## config.mk

```make
export PLATFORM = sky130hd
export DESIGN_NAME = uart_rx
export DESIGN_NICKNAME = d
export VERILOG_FILES = /design/src/rtl/uart_rx.sv
export SDC_FILE = /design/constraint.sdc
export NUM_CORES = 1
export LEC_CHECK = 0
export ABC_AREA = 1
export CORE_ASPECT_RATIO = 0.7
export CORE_MARGIN = 5
export CORE_UTILIZATION = 45
export CTS_CLUSTER_DIAMETER = 30
export CTS_CLUSTER_SIZE = 25
export DETAILED_ROUTE_END_ITERATION = 7
export HOLD_SLACK_MARGIN = 0.06
export PLACE_DENSITY = 0.66
export SYNTH_ARGS = -nofsm -noshare
export SYNTH_HDL_FRONTEND = slang
export SYNTH_SLANG_ARGS = --single-unit
```

## constraint.sdc

```tcl
create_clock -name i_rx_clk -period 1.9 [get_ports i_rx_clk]
set_clock_uncertainty 0.15 [all_clocks]
set_input_delay 0.57 -clock i_rx_clk [delete_from_list [all_inputs] [get_ports i_rx_clk]]
set_output_delay 0.57 -clock i_rx_clk [all_outputs]
set_load 0.01 [all_outputs]
```

## src/rtl/uart_rx.sv

```systemverilog
// uart_rx: 8-bit UART receiver, LSB first, one stop bit, optional even parity.
// Latency: pin to rx_s is 2 cycles; valid/frame-error pulse one edge after the mid-stop sample.
// Backpressure: none. The consumer must take o_rx_data while o_rx_data_valid is high.
// Ports: i_rx_clk/i_rx_rst (async, active-high), i_rx_serial (async pin, idle high),
//        o_rx_data (last good byte), o_rx_data_valid (1-cycle strobe),
//        o_rx_parity_err (valid with o_rx_data), o_rx_frame_err (1-cycle strobe), o_rx_busy.
// Build option: define UART_RX_PARITY_EN for an even-parity bit between data and stop;
//        without it the parity state is absent and o_rx_parity_err is tied low.
module uart_rx #(
    parameter int CLKS_PER_BIT = 16
) (
    input  logic       i_rx_clk,
    input  logic       i_rx_rst,
    input  logic       i_rx_serial,
    output logic [7:0] o_rx_data,
    output logic       o_rx_data_valid,
    output logic       o_rx_parity_err,
    output logic       o_rx_frame_err,
    output logic       o_rx_busy
);

    localparam int CW = $clog2(CLKS_PER_BIT);
    localparam logic [CW-1:0] HALF_LAST = CW'(CLKS_PER_BIT / 2 - 1);
    localparam logic [CW-1:0] BIT_LAST  = CW'(CLKS_PER_BIT - 1);

    typedef enum logic [2:0] {
        ST_IDLE   = 3'd0,
        ST_START  = 3'd1,
        ST_DATA   = 3'd2,
`ifdef UART_RX_PARITY_EN
        ST_PARITY = 3'd3,
`endif
        ST_STOP   = 3'd4,
        ST_BREAK  = 3'd5
    } state_t;

    state_t        state, state_nxt;
    logic          sync1, rx_s;
    logic [CW-1:0] cnt;
    logic [2:0]    idx;
    logic [7:0]    shift;

    // Control strobes produced by the next-state logic.
    logic cnt_clr, shift_en, data_ld, ferr_set;
`ifdef UART_RX_PARITY_EN
    logic par_en, perr;
`endif

    // Two-flop synchronizer; resets to the idle (high) level so reset
    // release never looks like a start edge.
    always_ff @(posedge i_rx_clk or posedge i_rx_rst) begin
        if (i_rx_rst) begin
            sync1 <= 1'b1;
            rx_s  <= 1'b1;
        end else begin
            sync1 <= i_rx_serial;
            rx_s  <= sync1;
        end
    end

    always_ff @(posedge i_rx_clk or posedge i_rx_rst) begin
        if (i_rx_rst) state <= ST_IDLE;
        else          state <= state_nxt;
    end

    always_comb begin
        state_nxt = state;
        cnt_clr   = 1'b0;
        shift_en  = 1'b0;
        data_ld   = 1'b0;
        ferr_set  = 1'b0;
`ifdef UART_RX_PARITY_EN
        par_en    = 1'b0;
`endif
        case (state)
            ST_IDLE: begin
                if (!rx_s) begin
                    cnt_clr   = 1'b1;
                    state_nxt = ST_START;
                end
            end
            ST_START: begin
                // Mid-start check: a line back high here was only a glitch.
                if (cnt == HALF_LAST) begin
                    if (!rx_s) begin
                        cnt_clr   = 1'b1;
                        state_nxt = ST_DATA;
                    end else begin
                        state_nxt = ST_IDLE;
                    end
                end
            end
            ST_DATA: begin
                if (cnt == BIT_LAST) begin
                    cnt_clr  = 1'b1;
                    shift_en = 1'b1;
                    if (idx == 3'd7) begin
`ifdef UART_RX_PARITY_EN
                        state_nxt = ST_PARITY;
`else
                        state_nxt = ST_STOP;
`endif
                    end
                end
            end
`ifdef UART_RX_PARITY_EN
            ST_PARITY: begin
                if (cnt == BIT_LAST) begin
                    cnt_clr   = 1'b1;
                    par_en    = 1'b1;
                    state_nxt = ST_STOP;
                end
            end
`endif
            ST_STOP: begin
                if (cnt == BIT_LAST) begin
                    cnt_clr = 1'b1;
                    if (rx_s) begin
                        data_ld   = 1'b1;
                        state_nxt = ST_IDLE;
                    end else begin
                        ferr_set  = 1'b1;
                        state_nxt = ST_BREAK;
                    end
                end
            end
            ST_BREAK: begin
                // Hold here until the line returns high so a long break
                // reports only one frame error.
                if (rx_s) state_nxt = ST_IDLE;
            end
            default: state_nxt = ST_IDLE;
        endcase
    end

    // Bit-timing counter, bit index and shift register.
    always_ff @(posedge i_rx_clk or posedge i_rx_rst) begin
        if (i_rx_rst) begin
            cnt   <= '0;
            idx   <= 3'd0;
            shift <= 8'h00;
        end else begin
            if (cnt_clr) cnt <= '0;
            else         cnt <= cnt + CW'(1);

            if (state != ST_DATA)            idx <= 3'd0;
            else if (shift_en && idx != 3'd7) idx <= idx + 3'd1;

            if (shift_en) shift <= {rx_s, shift[7:1]};
        end
    end

`ifdef UART_RX_PARITY_EN
    // Even parity: the parity bit XOR all data bits is 0 on a good frame.
    always_ff @(posedge i_rx_clk or posedge i_rx_rst) begin
        if (i_rx_rst) begin
            perr            <= 1'b0;
            o_rx_parity_err <= 1'b0;
        end else begin
            if (par_en)  perr            <= rx_s ^ (^shift);
            if (data_ld) o_rx_parity_err <= perr;
        end
    end
`else
    assign o_rx_parity_err = 1'b0;
`endif

    always_ff @(posedge i_rx_clk or posedge i_rx_rst) begin
        if (i_rx_rst) begin
            o_rx_data       <= 8'h00;
            o_rx_data_valid <= 1'b0;
            o_rx_frame_err  <= 1'b0;
        end else begin
            o_rx_data_valid <= data_ld;
            o_rx_frame_err  <= ferr_set;
            if (data_ld) o_rx_data <= shift;
        end
    end

    assign o_rx_busy = (state != ST_IDLE);

endmodule

```

==> metrics <==
status=finished, final reports clean; Rows=17; critical path peak fanout=1; Worst-Skew Late Latency=around 0.28 ns; number of global-route vias before repair=between 900 and 1000; Post-Syn Instances=about 140; Clock power frac=between 30% and 40%; Vias=1001; sw power=between 0.6 and 0.7 mW; setup bufs post-CTS=0; post-route ant nets=0; Place WS=0.0981 ns; Total Wirelength=2.50 mm; total negative slack=0 ns; Congestion Overflow GR=0; setup violators final=0; first-pass GRT wire length=roughly 4.4 mm; f_max=around 540 MHz; syn nets=150; Logic pwr share=around 30%; post-synth top area cell=dfrtp_1; Initial DRC Count=92; number of buffers added on ports=13; cell internal pwr=between 1 and 1.5 mW; CTS root buf=clkbuf_8; Layout area overhead=20.1%; worst hold path type=register to register; Avg Vias per Cell=just under 5; Hold Fails Final Rpt=0; Sw Ratio=33.6%; critical path class=register to output port; hold_buf cts=0; HPWL after DPL=between 1.5 and 2 mm; Buf+Inv Stages, Crit Path=1; fin worst setup slack=between 0.05 and 0.06 ns; DIE WIDTH=a little under 80 µm; IO Pins=15; Synthesis Warnings=0; crit start category=register; TritonCTS clock tree=done; cts bufs inserted=5; CORE AREA=3080 µm²; Filler cells=270; CTS Sinks=30; clk slew on worst S/H paths=0.06 ns; CP max-delay cell=clkdlybuf4s50_1; residual DRC count=0; Critical Path RT=about 1.2 ns; part of the power in registers=between 40% and 50%; final worst hold slack=~0.21 ns; Setup crit end kind=output port; #FFs+latches synth=30; Yosys top cell area share=slightly below 50%; Maximum Capacitance Violations=0; critical path's top delay family=buffers and inverters; design area=1710 µm²; Max IR drop VDD=~0.0006 V; average cell area after synthesis=about 9.9 µm²; crit path cell chain=clkdlybuf4s50_1; largest net degree at the start of global routing=31; drt wl/cell=12.3 µm; initial antenna violation count=0; placed instance area=1590 µm²; Seq/Total Area, Yosys=52.9%; post-synth cell types=28; total track usage=approximately 13%; GP Congestion=a little under 0.9; Die Height=between 50 and 60 µm; H-tree depth=2; deepest clock path buffer count=2; Max stage delay on crit path=~0.52 ns; Slew Limit Fails=0; fin crit share=between 90% and 100%; initial cell density of the core=46.1%; Die Area=approximately 4400 µm²; fraction of layout cells with a size suffix above 1=approximately 28%; drt first pass iters=4; Total Nets Final=170; Post-Syn Area=1420 µm²; Static Leak=0.933 nW; Final min period=roughly 1.8 ns; RSZ-0062 raised after global routing=false; # diodes=0; Crit path arrival time=1.13 ns; top cells by area, synth=dfrtp_1 (49%), nand2_1 (9.2%), o21ai_2 (6.8%); PwrDens=approximately 1200 nW/µm²
-- cells by family after synthesis --
family | synth area share (%)
simple gates | 25.2
flops | 52.9
buf+inv | 8.09
compound gates | 10.2
fa+ha+maj | 2.64
xor+xnor | 0.616
other cells | 0.264
-- sequential cells by signal (all words and copies together), names as in the netlist --
| register | flops |
|---|---|
| cnt | 4 |
| idx | 3 |
| o_rx_data | 8 |
| o_rx_data_valid | 1 |
| o_rx_frame_err | 1 |
| rx_s | 1 |
| shift | 8 |
| state | 3 |
| sync1 | 1 |
-- area by class of cell --
type | count | area, µm² | area share [%]
clock buffers | 5 | 68.8 | 4.03
inverters | 17 | 65.1 | 3.81
well taps | 38 | 47.5 | 2.78
multi-input cells | 93 | 554 | 32.5
clock inverters | 3 | 40.0 | 2.34
flip-flops and latches | 30 | 754 | 44.2
repair buffers | 17 | 178 | 10.4
-- power by group through the flow --
stage                     registers [mW]  logic, mW  clock network (mW)
final                              0.824      0.605               0.623
after floorplan                    0.826      0.453                   0
after CTS                          0.824      0.613               0.636
after global routing               0.836      0.689               0.663
after global placement             0.826      0.585                   0
after detailed placement           0.833      0.615                   0
-- cells in the mapped netlist, drive strengths merged --
| cell type | instances |
|---|---|
| dfstp | 2 |
| conb | 1 |
| nor2 | 13 |
| xor2 | 1 |
| nor3 | 1 |
| ha | 3 |
| clkinv | 1 |
| a21oi | 2 |
| nand4 | 3 |
| nand3 | 7 |
| dfrtp | 28 |
| inv | 16 |
| nor3b | 1 |
| o21ai | 18 |
| buf | 4 |
| nand2 | 43 |
-- worst paths after layout --
kind / from / endpoint / slack (ns) / cells after the start
worst max-delay path: o_rx_data_valid / o_rx_data_valid / 0.05 / 1
min in group asynchronous: i_rx_rst / idx[0] / 0.47 / 3
worst min-delay path: sync1 / rx_s / 0.21 / 0
max in group asynchronous: i_rx_rst / rx_s / 0.91 / 3
worst max register to register: cnt[0] / shift[2] / 0.29 / 7
worst min register to register: sync1 / rx_s / 0.21 / 0
-- cells in the final DEF, fill, tap and decap left out, types with 4 or more instances in the layout --
cell type / instances
nand3_1: 5
dlygate4sd2_1: 4
dfrtp_1: 27
clkbuf_8: 5
dlymetal6s2s_1: 4
clkdlybuf4s50_1: 4
o21ai_2: 11
inv_1: 15
nand2_1: 35
nand2_2: 7
o21ai_0: 4
nor2_1: 8
-- metrics by stage --
stage                     std cells  power (mW)  utilization [%]
after floorplan                 144        1.28                -
after global placement          195        1.41             51.6
after detailed placement        195        1.45             51.6
after CTS                       203        2.07             55.1
after global routing            203        2.19             55.4
final                           203        2.05             55.4
-- layer usage --
| layer | share of wire (%) | track usage, % | vias to the layer above |
|---|---|---|---|
| met1 | 47 | 17.2 | 478 |
| met2 | 46 | 18.5 | 20 |
| met3 | 5.4 | 4.57 | 5 |
| met5 | 0 | 0 | - |
| met4 | 1.6 | 5.88 | 0 |
| li1 | - | - | 498 |
-- repair_timing --
action	in CTS	in global routing
resized for setup	7	4
setup endpoints to repair	5	4
cloned	0	0
No activity file was read; power rests on OpenSTA's default activity.
